## src/rtl/serial_adder.sv

```systemverilog
// Bit-serial adder: one full-adder cell walks the operands LSB-first, one bit per clock,
// and publishes sum/cout/overflow together with a one-cycle done pulse.
module serial_adder #(
    parameter int WIDTH = 8
) (
    input  logic             clk,
    input  logic             rst,
    input  logic             start,
    input  logic [WIDTH-1:0] a,
    input  logic [WIDTH-1:0] b,
    input  logic             cin,
    output logic             busy,
    output logic             done,
    output logic [WIDTH-1:0] sum,
    output logic             cout,
    output logic             overflow
);
    localparam int CW = $clog2(WIDTH + 1);

    typedef enum logic [1:0] {IDLE, RUN, DONE} state_t;

    state_t           state, state_nx;
    logic [WIDTH-1:0] sa, sb, r, r_nx;
    logic [CW-1:0]    cnt;
    logic             c, s, c_nx, last, accept;

    always_comb begin
        accept = start && (state != RUN);
        last   = (state == RUN) && (cnt == CW'(WIDTH - 1));
        s      = sa[0] ^ sb[0] ^ c;
        c_nx   = (sa[0] & sb[0]) | (c & (sa[0] ^ sb[0]));
        // New bit enters at the MSB; written this way so WIDTH=1 needs no special case
        r_nx            = r >> 1;
        r_nx[WIDTH-1]   = s;
    end

    always_comb begin
        state_nx = state;
        case (state)
            IDLE:    if (start) state_nx = RUN;
            RUN:     if (last)  state_nx = DONE;
            DONE:    state_nx = start ? RUN : IDLE;
            default: state_nx = IDLE;
        endcase
    end

    always_ff @(posedge clk) begin
        if (rst) state <= IDLE;
        else     state <= state_nx;
    end

    always_ff @(posedge clk) begin
        if (rst) begin
            sa       <= '0;
            sb       <= '0;
            r        <= '0;
            c        <= 1'b0;
            cnt      <= '0;
            sum      <= '0;
            cout     <= 1'b0;
            overflow <= 1'b0;
        end else if (accept) begin
            sa  <= a;
            sb  <= b;
            c   <= cin;
            cnt <= '0;
            r   <= '0;
        end else if (state == RUN) begin
            r   <= r_nx;
            c   <= c_nx;
            sa  <= sa >> 1;
            sb  <= sb >> 1;
            cnt <= cnt + 1'b1;
            // On the MSB step c is the carry into the MSB, c_nx the carry out of it
            if (last) begin
                sum      <= r_nx;
                cout     <= c_nx;
                overflow <= c ^ c_nx;
            end
        end
    end

    assign busy = (state == RUN);
    assign done = (state == DONE);
endmodule

```

## config.mk

```make
export PLATFORM = sky130hd
export DESIGN_NAME = serial_adder
export DESIGN_NICKNAME = d
export VERILOG_FILES = /design/src/rtl/serial_adder.sv
export SDC_FILE = /design/constraint.sdc
export NUM_CORES = 1
export LEC_CHECK = 0
export ABC_AREA = 1
export CAP_MARGIN = 5
export CELL_PAD_IN_SITES_DETAIL_PLACEMENT = 1
export CELL_PAD_IN_SITES_GLOBAL_PLACEMENT = 1
export CORE_MARGIN = 3
export CORE_UTILIZATION = 33
export DETAILED_ROUTE_END_ITERATION = 16
export PLACE_DENSITY = 0.74
export SYNTH_ARGS = -nofsm -noshare
export SYNTH_HDL_FRONTEND = slang
export SYNTH_SLANG_ARGS = --single-unit
```

## constraint.sdc

```tcl
create_clock -name clk -period 1.3 [get_ports clk]
set_input_delay 0.26 -clock clk [delete_from_list [all_inputs] [get_ports clk]]
set_output_delay 0.26 -clock clk [all_outputs]
set_load 0.01 [all_outputs]
```

==> results_dict.tcl, run 1 <==
set metrics [dict create \
    cts_made_buffers 5 \
    grt_max_degree 25 \
    gr-total-overflow 0 \
    multiInputGateArea_sq_um 800 \
    wirelength_um 4120 \
    crit_buf_inv 0 \
    r2r_cells 4 \
    synth-seq-cells 40 \
    final_nets 306 \
    syn_area_per_cell_sq_um 7.27 \
    required_ps 1500 \
    synth-edff-count 0 \
    synthArstFlopShare 0 \
    hold_viol 0 \
    die-height_um 78.7 \
    status "complete, no violations" \
    rows 25 \
    dr.pass1.iters 4 \
    cap_violations 0 \
    max_freq_ghz 0.818 \
    synth_cell_type_count 20 \
    setup_ws_ps 77.3 \
    synthToLayoutAreaGrowth_pct 35.0 \
    clk_pin_slew_ps 80 \
    cts_buffer_depth 2 \
    path_delay_family "adder cells" \
    yosys.area.top_type "dfxtp_1" \
    report.final.slew_viol_count 0 \
    holdCritStartpoint "sa[7]$_SDFFE_PP0P_" \
    holdPathStages 2 \
    rsz0062_at_grt "true" \
    io_pins 32 \
    setup_violations 0 \
    dp_hpwl_um 2930 \
    end_kind "register" \
    maxSlewHeadroom 0.851 \
    grt_use_total 0.149 \
    period_share 0.941 \
    ys.flop_type "dfxtp_1" \
    gp_congestion 0.740 \
    hold_buffers 0 \
    tightest_slew_ps 223 \
    place_area_sq_um 2230 \
    drive_above_1_share 0.165 \
    path_max_fanout 3 \
    worst_ep_arrival_time_ps 1420 \
    drt_iter0_markers 59 \
    syn_area_sq_um 1740 \
    fp.dieArea_sq_um 6190 \
    syn-num-nets 262 \
    r2r_end "overflow$_SDFFE_PP0P_" \
    ctsRootBufferMaster "clkbuf_8" \
    vias_per_cell 4.65 \
    core_sq_um 4910 \
    start_util 0.355 \
    synth.yosys.seq_area_share 0.459 \
    ant_nets 0 \
    dp.cells 341 \
    stdcell_area_sq_um 2350 \
    clock-sinks 40 \
    critPathLaunchType "register" \
    period_minus_slack_ps 1220 \
    seq_area_sq_um 806 \
    drc 0 \
    path_class "register to register" \
    grt_antenna_before_repair 0 \
    final_util 0.479 \
    layout_commonest_cell "nand2_1" \
    io_buffers 31 \
    yosysWarnings 0 \
    synth_top_area_frac 0.459 \
    wire_per_inst_um 11.7 \
    reg2reg_slack_ps 80 \
    p_leak_uw 0.00114 \
    max_stage_delay_ps 480 \
    route.vias.total 1636 \
    min_path_type "register to register" \
    fillers 643 \
    cp_common_cell "nor2_1" \
    min_to "sa[7]$_SDFFE_PP0P_" \
    peakVddDrop_v 0.000506 \
    n_antenna_cell 0 \
    synth.area.top_cells "dfxtp_1 46%, nand3_1 17%, nand2_1 16%, inv_1 4.1%, a21oi_1 3.2%" \
    syn_inst 240 \
    htreeDepth 2 \
    cellPowerDensity_nw_per_um2 1040 \
    grt_pass1_vias 1589 \
    grt_pass1_wl_um 7400 \
    cts_tree "built" \
    pre_cts_ws_ps -172 \
    fin_cells 352 \
    clock_latency_ps 290 \
    cp_cell_sequence "fa_1 -> xor2_1 -> nor2_1 -> nor2_1" \
    final_cell_mix "73 x nand2_1, 58 x nand3_1, 36 x dfxtp_1" \
    die_x_um 78.7 \
    cpMaxStageDelayCell "fa_1" \
    reg2reg_from "c$_SDFFE_PP0P_" \
    fin_skew_ps 11.9 \
]
worst max path at each step:
stage / endpoint / from / cells after the start / slack, ps
after floorplan: overflow$_SDFFE_PP0P_ / cnt[0]$_SDFFE_PP0P_ / 7 / 90
after CTS: overflow$_SDFFE_PP0P_ / cnt[0]$_SDFFE_PP0P_ / 7 / 3
final: overflow$_SDFFE_PP0P_ / c$_SDFFE_PP0P_ / 4 / 80
after detailed placement: r[1]$_SDFFE_PP0P_ / start / 5 / -170
after global placement: r[5]$_SDFFE_PP0P_ / start / 5 / -140
after global routing: overflow$_SDFFE_PP0P_ / cnt[0]$_SDFFE_PP0P_ / 8 / -30
per-layer routing:
layer	track usage	routed length [um]
met1	0.194	1960
met2	0.243	1930
met3	0.0340	159
met4	0.0472	57
met5	0	0
timing repair:
action / 4_1_cts / 5_1_grt
cloned: 1 / 0
buffers inserted: 2 / 0
hold endpoints to repair: 0 / 0
resized for setup: 24 / 8
endpoints found under the setup margin: 34 / 24
pin swaps: 2 / 1
cell type report:
| cell class | instances | share of cell area |
|---|---|---|
| multi-input combinational | 165 | 0.340 |
| inverter | 22 | 0.0351 |
| tap | 67 | 0.0356 |
| clock inverter | 3 | 0.00797 |
| sequential | 40 | 0.342 |
| timing repair buffer | 50 | 0.210 |
| clock buffer | 5 | 0.0292 |
cell families (layout without fill, tap and decap cells):
logic type / Yosys count / after routing / share of synthesized area
AND/OR/NAND/NOR: 146 / 147 / 0.369
flip-flops: 40 / 40 / 0.459
buffers and inverters: 36 / 80 / 0.0990
AO/OA/AOI/OAI: 14 / 14 / 0.0445
adder cells (fa/ha/maj): 2 / 2 / 0.0187
XOR/XNOR: 2 / 2 / 0.0100
per-stage QoR:
stage               total power [uW]  TNS [ps]  hold WS [ps]
floorplan                       1510         0           425
global placement                1650     -2860           449
detailed placement              1660     -3470           455
CTS                             2490         0           464
global route                    2610     -31.0           487
finish                          2450         0           464
registers in the layout, summed over array words and instances, names as in the netlist:
name	count
cnt	4
sa	8
cout	1
r	7
sum	8
overflow	1
sb	8
c	1
state	2
report_power, final:
part	total, uW	internal (uW)	switching, uW
Clock	817	374	443
Sequential	1290	1270	23.9
Combinational	348	171	177
Total	2450	1810	643
cell usage after synthesis (2+ instances only):
cell and count:
nand2_2 2, xor2_1 2, buf_2 6, nor2_1 9
inv_1 19, buf_4 4, inv_2 3, dfxtp_1 40
nor2_4 2, nand2_1 74, nand3_1 58, buf_6 2
a21oi_1 11, a21oi_2 2
tightest hold or removal path: stages, from the launching register on:
cell and delay, ps:
dfxtp_1 320, nand2_1 60, a21oi_1 50
No activity file was read; power rests on OpenSTA's default activity.
==> run 2: changes to the inputs <==
SLEW_MARGIN = 10   (was default)
==> results of run 2 <==
The final DEF is identical to that of run 1; final timing and power are the same.
==> run 3: changes to the inputs <==
CAP_MARGIN = default   (was 5)
GPL_ROUTABILITY_DRIVEN = 0   (was default)
==> results of run 3 <==
The final DEF is identical to that of run 1; final timing and power are the same.
